### src/rtl/overlay_pkg.sv
// Shared types and glyph geometry for the GAME OVER overlay controller.
package overlay_pkg;

    typedef enum logic [1:0] {
        IDLE   = 2'd0,
        REVEAL = 2'd1,
        BLINK  = 2'd2,
        SHOW   = 2'd3
    } state_t;

    localparam int GLYPH_W   = 256;
    localparam int GLYPH_H   = 32;
    localparam int SLOT_W    = 32;
    localparam int NUM_SLOTS = 8;

endpackage

### src/rtl/overlay_frame_timer.sv
// Frame divider: pulses tick on every N-th counted frame_start; clr holds the count at zero.
module overlay_frame_timer #(
    parameter int unsigned N = 8
) (
    input  logic sys_clk,
    input  logic sys_rst_n,
    input  logic clr,
    input  logic frame_start,
    output logic tick
);

    localparam int CW = (N > 1) ? $clog2(N) : 1;

    logic [CW-1:0] cnt;

    assign tick = frame_start & ~clr & (cnt == CW'(N - 1));

    // NOTE: sequential state uses non-blocking assignments so every flop samples pre-edge values.
    always_ff @(posedge sys_clk) begin
        if (!sys_rst_n) begin
            cnt <= '0;
        end else if (clr) begin
            cnt <= '0;
        end else if (frame_start) begin
            cnt <= tick ? '0 : cnt + CW'(1);
        end
    end

endmodule

### src/rtl/game_over_overlay_ctrl.sv
// GAME OVER banner sequencer: raster-to-ROM addressing, 2-stage pixel pipe, reveal/blink/show animation.
// Build option: define OVERLAY_BLINK_EN to insert the BLINK phase between REVEAL and SHOW.
module game_over_overlay_ctrl
    import overlay_pkg::*;
#(
    parameter int unsigned ORIGIN_X      = 192,
    parameter int unsigned ORIGIN_Y      = 224,
    parameter int unsigned SCALE_SHIFT   = 0,
    parameter int unsigned REVEAL_FRAMES = 8,
    parameter int unsigned BLINK_FRAMES  = 16,
    parameter int unsigned BLINK_COUNT   = 3
) (
    input  logic       sys_clk,
    input  logic       sys_rst_n,
    input  logic       frame_start,
    input  logic       pix_valid,
    input  logic [9:0] pix_x,
    input  logic [9:0] pix_y,
    input  logic       game_over,
    input  logic       restart,
    input  logic       rom_bit,
    output logic [7:0] letter_x,
    output logic [7:0] letter_y,
    output logic       overlay_pix,
    output logic       overlay_busy,
    output logic       reveal_done
);

    state_t     state, next_state;
    logic [3:0] reveal_cnt;
    logic       reveal_tick;
    logic       visible;
    logic       slots_open;

    overlay_frame_timer #(.N(REVEAL_FRAMES)) u_reveal_timer (
        .sys_clk     (sys_clk),
        .sys_rst_n   (sys_rst_n),
        .clr         (next_state != REVEAL),
        .frame_start (frame_start),
        .tick        (reveal_tick)
    );

`ifdef OVERLAY_BLINK_EN
    localparam int TW = $clog2(2 * BLINK_COUNT);

    logic [TW-1:0] toggle_cnt;
    logic          blink_tick;
    logic          blink_done;
    logic          enter_blink;

    // Entry is decoded from registered state so the timer clear does not loop through next_state.
    assign enter_blink = (state == REVEAL) && (reveal_cnt == 4'(NUM_SLOTS)) && !restart;
    assign blink_done  = blink_tick && (toggle_cnt == TW'(2 * BLINK_COUNT - 1));

    overlay_frame_timer #(.N(BLINK_FRAMES)) u_blink_timer (
        .sys_clk     (sys_clk),
        .sys_rst_n   (sys_rst_n),
        .clr         (!((state == BLINK) || enter_blink)),
        .frame_start (frame_start),
        .tick        (blink_tick)
    );

    always_ff @(posedge sys_clk) begin
        if (!sys_rst_n) begin
            toggle_cnt <= '0;
        end else if (state != BLINK) begin
            toggle_cnt <= '0;
        end else if (blink_tick) begin
            toggle_cnt <= toggle_cnt + TW'(1);
        end
    end

    // Blink opens in the off phase; the final toggle lands in SHOW with the banner on.
    always_ff @(posedge sys_clk) begin
        if (!sys_rst_n) begin
            visible <= 1'b0;
        end else if (next_state != BLINK) begin
            visible <= 1'b1;
        end else if (state != BLINK) begin
            visible <= 1'b0;
        end else if (blink_tick) begin
            visible <= ~visible;
        end
    end
`else
    assign visible = 1'b1;
`endif

    always_ff @(posedge sys_clk) begin
        if (!sys_rst_n) begin
            state <= IDLE;
        end else begin
            state <= next_state;
        end
    end

    // NOTE: every combinational output gets a default first so no latch is inferred.
    always_comb begin
        next_state = state;
        if (restart) begin
            next_state = IDLE;
        end else begin
            case (state)
                IDLE:   if (game_over) next_state = REVEAL;
`ifdef OVERLAY_BLINK_EN
                REVEAL: if (reveal_cnt == 4'(NUM_SLOTS)) next_state = BLINK;
                BLINK:  if (blink_done) next_state = SHOW;
`else
                REVEAL: if (reveal_cnt == 4'(NUM_SLOTS)) next_state = SHOW;
`endif
                SHOW:   next_state = SHOW;
                default: next_state = IDLE;
            endcase
        end
    end

    always_comb begin
        overlay_busy = (state != IDLE);
        reveal_done  = (reveal_cnt == 4'(NUM_SLOTS));
        slots_open   = (state == BLINK) || (state == SHOW);
    end

    always_ff @(posedge sys_clk) begin
        if (!sys_rst_n) begin
            reveal_cnt <= '0;
        end else if (next_state == IDLE) begin
            reveal_cnt <= '0;
        end else if (reveal_tick && (reveal_cnt != 4'(NUM_SLOTS))) begin
            reveal_cnt <= reveal_cnt + 4'd1;
        end
    end

    // Stage 1: 11-bit subtraction makes left/above-origin pixels wrap huge and fail the box test.
    logic [10:0] rel_x, rel_y;
    logic        in_box;
    logic [7:0]  lx_d, ly_d;
    logic        s1_en_d, s1_en;

    always_comb begin
        rel_x   = {1'b0, pix_x} - 11'(ORIGIN_X);
        rel_y   = {1'b0, pix_y} - 11'(ORIGIN_Y);
        in_box  = pix_valid
                && (rel_x < 11'(GLYPH_W << SCALE_SHIFT))
                && (rel_y < 11'(GLYPH_H << SCALE_SHIFT));
        lx_d    = in_box ? 8'(rel_x >> SCALE_SHIFT) : 8'd0;
        ly_d    = in_box ? 8'(rel_y >> SCALE_SHIFT) : 8'd0;
        s1_en_d = in_box && (slots_open || ({1'b0, lx_d[7:5]} < reveal_cnt)) && visible;
    end

    always_ff @(posedge sys_clk) begin
        if (!sys_rst_n) begin
            letter_x    <= '0;
            letter_y    <= '0;
            s1_en       <= 1'b0;
            overlay_pix <= 1'b0;
        end else begin
            letter_x    <= lx_d;
            letter_y    <= ly_d;
            s1_en       <= s1_en_d;
            overlay_pix <= s1_en & rom_bit;
        end
    end

endmodule
### config.mk
export PLATFORM = sky130hd
export DESIGN_NAME = game_over_overlay_ctrl
export DESIGN_NICKNAME = d
export VERILOG_FILES = /design/src/rtl/overlay_pkg.sv /design/src/rtl/overlay_frame_timer.sv /design/src/rtl/game_over_overlay_ctrl.sv
export SDC_FILE = /design/constraint.sdc
export NUM_CORES = 1
export LEC_CHECK = 0
export BUFFER_PORTS_ARGS = -buffer_cell sky130_fd_sc_hd__buf_4
export CAP_MARGIN = 20
export CORE_MARGIN = 2
export CORE_UTILIZATION = 25
export CTS_BUF_LIST = sky130_fd_sc_hd__clkbuf_4
export DETAILED_ROUTE_END_ITERATION = 16
export HOLD_SLACK_MARGIN = 0.06
export PLACE_DENSITY_LB_ADDON = 0.08
export SYNTH_ARGS = -nofsm -noshare
export SYNTH_HDL_FRONTEND = slang
export SYNTH_SLANG_ARGS = --single-unit
### constraint.sdc
create_clock -name sys_clk -period 2.9 [get_ports sys_clk]
set_input_delay 0 -clock sys_clk [delete_from_list [all_inputs] [get_ports sys_clk]]
set_output_delay 0 -clock sys_clk [all_outputs]
set_load 0.01 [all_outputs]
==> summary.md <==
| Metric | Value |
|---|---|
| Outcome | `finished, final reports clean` |
| Gr ovfl total | `0` |
| Initial core utilization | `between 20% and 30%` |
| Final #Nets | `209` |
| Max Slew Vio Count | `0` |
| Post-layout minimum cycle time | `1.74 ns` |
| Drt drc | `0` |
| PostCTS Resize Cnt | `0` |
| Crit. Startpoint | `pix_x[6]` |
| Setup TNS | `0 ns` |
| Ant. Diodes | `0` |
| Max clock buf depth | `2` |
| Critical Path Fanout Max | `4` |
| Number of synthesized register bits | `27` |
| Post-synth cell types | `32` |
| First-pass GRT wire length | `~4200 um` |
| GP Congestion | `roughly 0.74` |
| Worst r2r src | `reveal_cnt[0]` |
| Overall Global Routing Usage | `10.9%` |
| Leakage | `around 0.76 nW` |
| Vias in the first global route | `939` |
| Clock latency on the worst-skew pair | `between 0.3 and 0.4 ns` |
| CTS Hold Bufs | `20` |
| Final ANT Viol Nets | `0` |
| Setup Buffers After CTS | `0` |
| Die height | `70.2 um` |
| Ports | `46` |
| CTS tree | `built` |
| Reg clk slew, reported paths | `0.16 ns` |
| Number of H-tree levels | `1` |
| Row count | `24` |
| Main flop type after synthesis | `dfxtp_1` |
| Setup crit end kind | `flip-flop` |
| Maximum clock rate | `approximately 570 MHz` |
| Most frequent cells in the layout | `buf_4 (45), dfxtp_1 (27), dlygate4sd3_1 (20), and2_1 (13), nor2_1 (9)` |
| Data arrival time of the critical path | `2.03 ns` |
| HPWL after DPL | `1820 um` |
| Sequential share of the synthesized area | `between 40 and 50%` |
| Setup crit start kind | `primary input` |
| Clk sinks | `27` |
| Mapped Avg Cell Area | `~10 um^2` |
| Clk_skew | `0.00479 ns` |
| Power Density | `between 300 and 400 mW/mm^2` |
| Hold Path Origin | `restart` |
| Layout Utilization | `40.1%` |
| VDD IR-drop max | `133 uV` |
| Largest net degree at the start of global routing | `17` |
| Netlist Area Pre-Place | `~0.0011 mm^2` |
| Die area | `around 0.0049 mm^2` |
| # setup viols final | `0` |
| Commonest non-fill, non-tap cell in the layout | `buf_4` |
| Hold slack | `between 0.1 and 0.15 ns` |
| Synth async-reset ratio | `0%` |
| Detailed Routing Iterations Pass 1 | `3` |
| Final WL | `~2500 um` |
| Hold WC Path Type | `in -> reg` |
| EDFF count, synth | `0` |
| Mapped Cells | `105` |
| Total CTS buffers | `3` |
| R2R Setup Slk | `between 1 and 1.5 ns` |
| Vias | `a little over 900` |
| Setup CP Type | `in -> reg` |
| WL per Instance | `11.0 um` |
| Overall Power | `0.626 mW` |
| Core area | `0.00429 mm^2` |
| Synth warnings | `0` |
| Post-detailed-route via-to-cell ratio | `4.12` |
| RSZ-0062 raised after global routing | `no` |
| Input/output buffers | `45` |
| Fin. Hold Viols | `0` |
| Number of antenna violations at the first check in global routing | `0` |
| DRT iter0 DRCs | `12` |
| Clock tree root buffer cell | `clkbuf_4` |
| Synth-to-Final Area Change | `57.1%` |
| Data required, critical path | `approximately 3.2 ns` |
| Tcrit/Tclk final | `60.0%` |
| Max cap viols | `0` |
| Share of layout cells above drive strength 1 | `between 30 and 40%` |
| Fillers | `422` |
| Syn nets | `140` |
| Die width | `70.2 um` |
-- stage by stage --
stage                     instances  worst slack [ns]  cell area, um^2
after floorplan                 105              1.41             1100
after global placement          201              1.36             1490
after detailed placement        201              1.32             1490
after CTS                       225              1.17             1720
after global routing            225              1.01             1720
final                           225              1.16             1720
-- routing by layer --
layer / global-route usage (%) / vias up / routed length (um)
li1: - / 486 / -
met1: 13.1 / 407 / 1150
met4: 5.13 / 0 / 26
met2: 17.7 / 31 / 1110
met5: 0 / - / 0
met3: 3.46 / 2 / 186
-- report_power, final --
group	total [mW]	switching, mW	leakage [nW]	internal, mW
Combinational	0.0757	0.0246	0.533	0.0511
Clock	0.175	0.122	0.0139	0.0528
Sequential	0.375	0.00173	0.218	0.373
Total	0.626	0.149	0.765	0.477
-- worst paths after layout --
path	cells after the start	end
min reg2reg	2	u_reveal_timer.cnt[2]
min	4	reveal_cnt[3]
max reg2reg	6	reveal_cnt[2]
max	11	s1_en
-- kinds of logic (layout without fill, tap and decap cells) --
| kind of cell | Yosys count | in the layout | synth area share (%) |
|---|---|---|---|
| other cells | 1 | 1 | 0.342 |
| flops | 27 | 27 | 49.3 |
| simple gates | 45 | 45 | 25.8 |
| buf+inv | 6 | 74 | 2.40 |
| fa+ha+maj | 8 | 8 | 9.13 |
| compound gates | 12 | 12 | 8.11 |
| xor+xnor | 5 | 5 | 4.00 |
| mux | 1 | 1 | 0.913 |
-- flip-flops by register name, indices dropped and copies added, names as in the netlist --
signal / count
letter_x: 8
s1_en: 1
reveal_cnt: 4
u_reveal_timer.cnt: 3
state: 2
overlay_pix: 1
letter_y: 8
-- critical path, stage by stage --
cell	delay [ns]
dlygate4sd3_1	0.54
buf_4	0.15
ha_1	0.20
xnor2_1	0.12
nor2_1	0.14
nand3_1	0.12
nor2_1	0.12
ha_1	0.23
a21o_1	0.15
a21oi_1	0.13
o31a_1	0.12
-- cells in the mapped netlist, drive strengths merged, types with 2 or more instances --
cell type / instances / area (um^2)
nand3: 5 / 25.0
dfxtp: 27 / 541
nor3: 2 / 21.3
a21oi: 4 / 20.0
nand2b: 4 / 25.0
ha: 8 / 100
nor2: 9 / 33.8
and2: 13 / 81.3
xnor2: 5 / 43.8
inv: 5 / 18.8
nor2b: 3 / 18.8
o21ai: 2 / 10.0
-- layout make-up --
type / instances / area (um^2) / area share [%]
multi-input combinational: 72 / 529 / 30.7
tap: 52 / 65.1 / 3.78
sequential: 27 / 541 / 31.4
inverter: 5 / 18.8 / 1.09
clock buffer: 3 / 22.5 / 1.31
timing repair buffer: 65 / 538 / 31.3
clock inverter: 1 / 7.51 / 0.436
No activity file was read; power rests on OpenSTA's default activity.
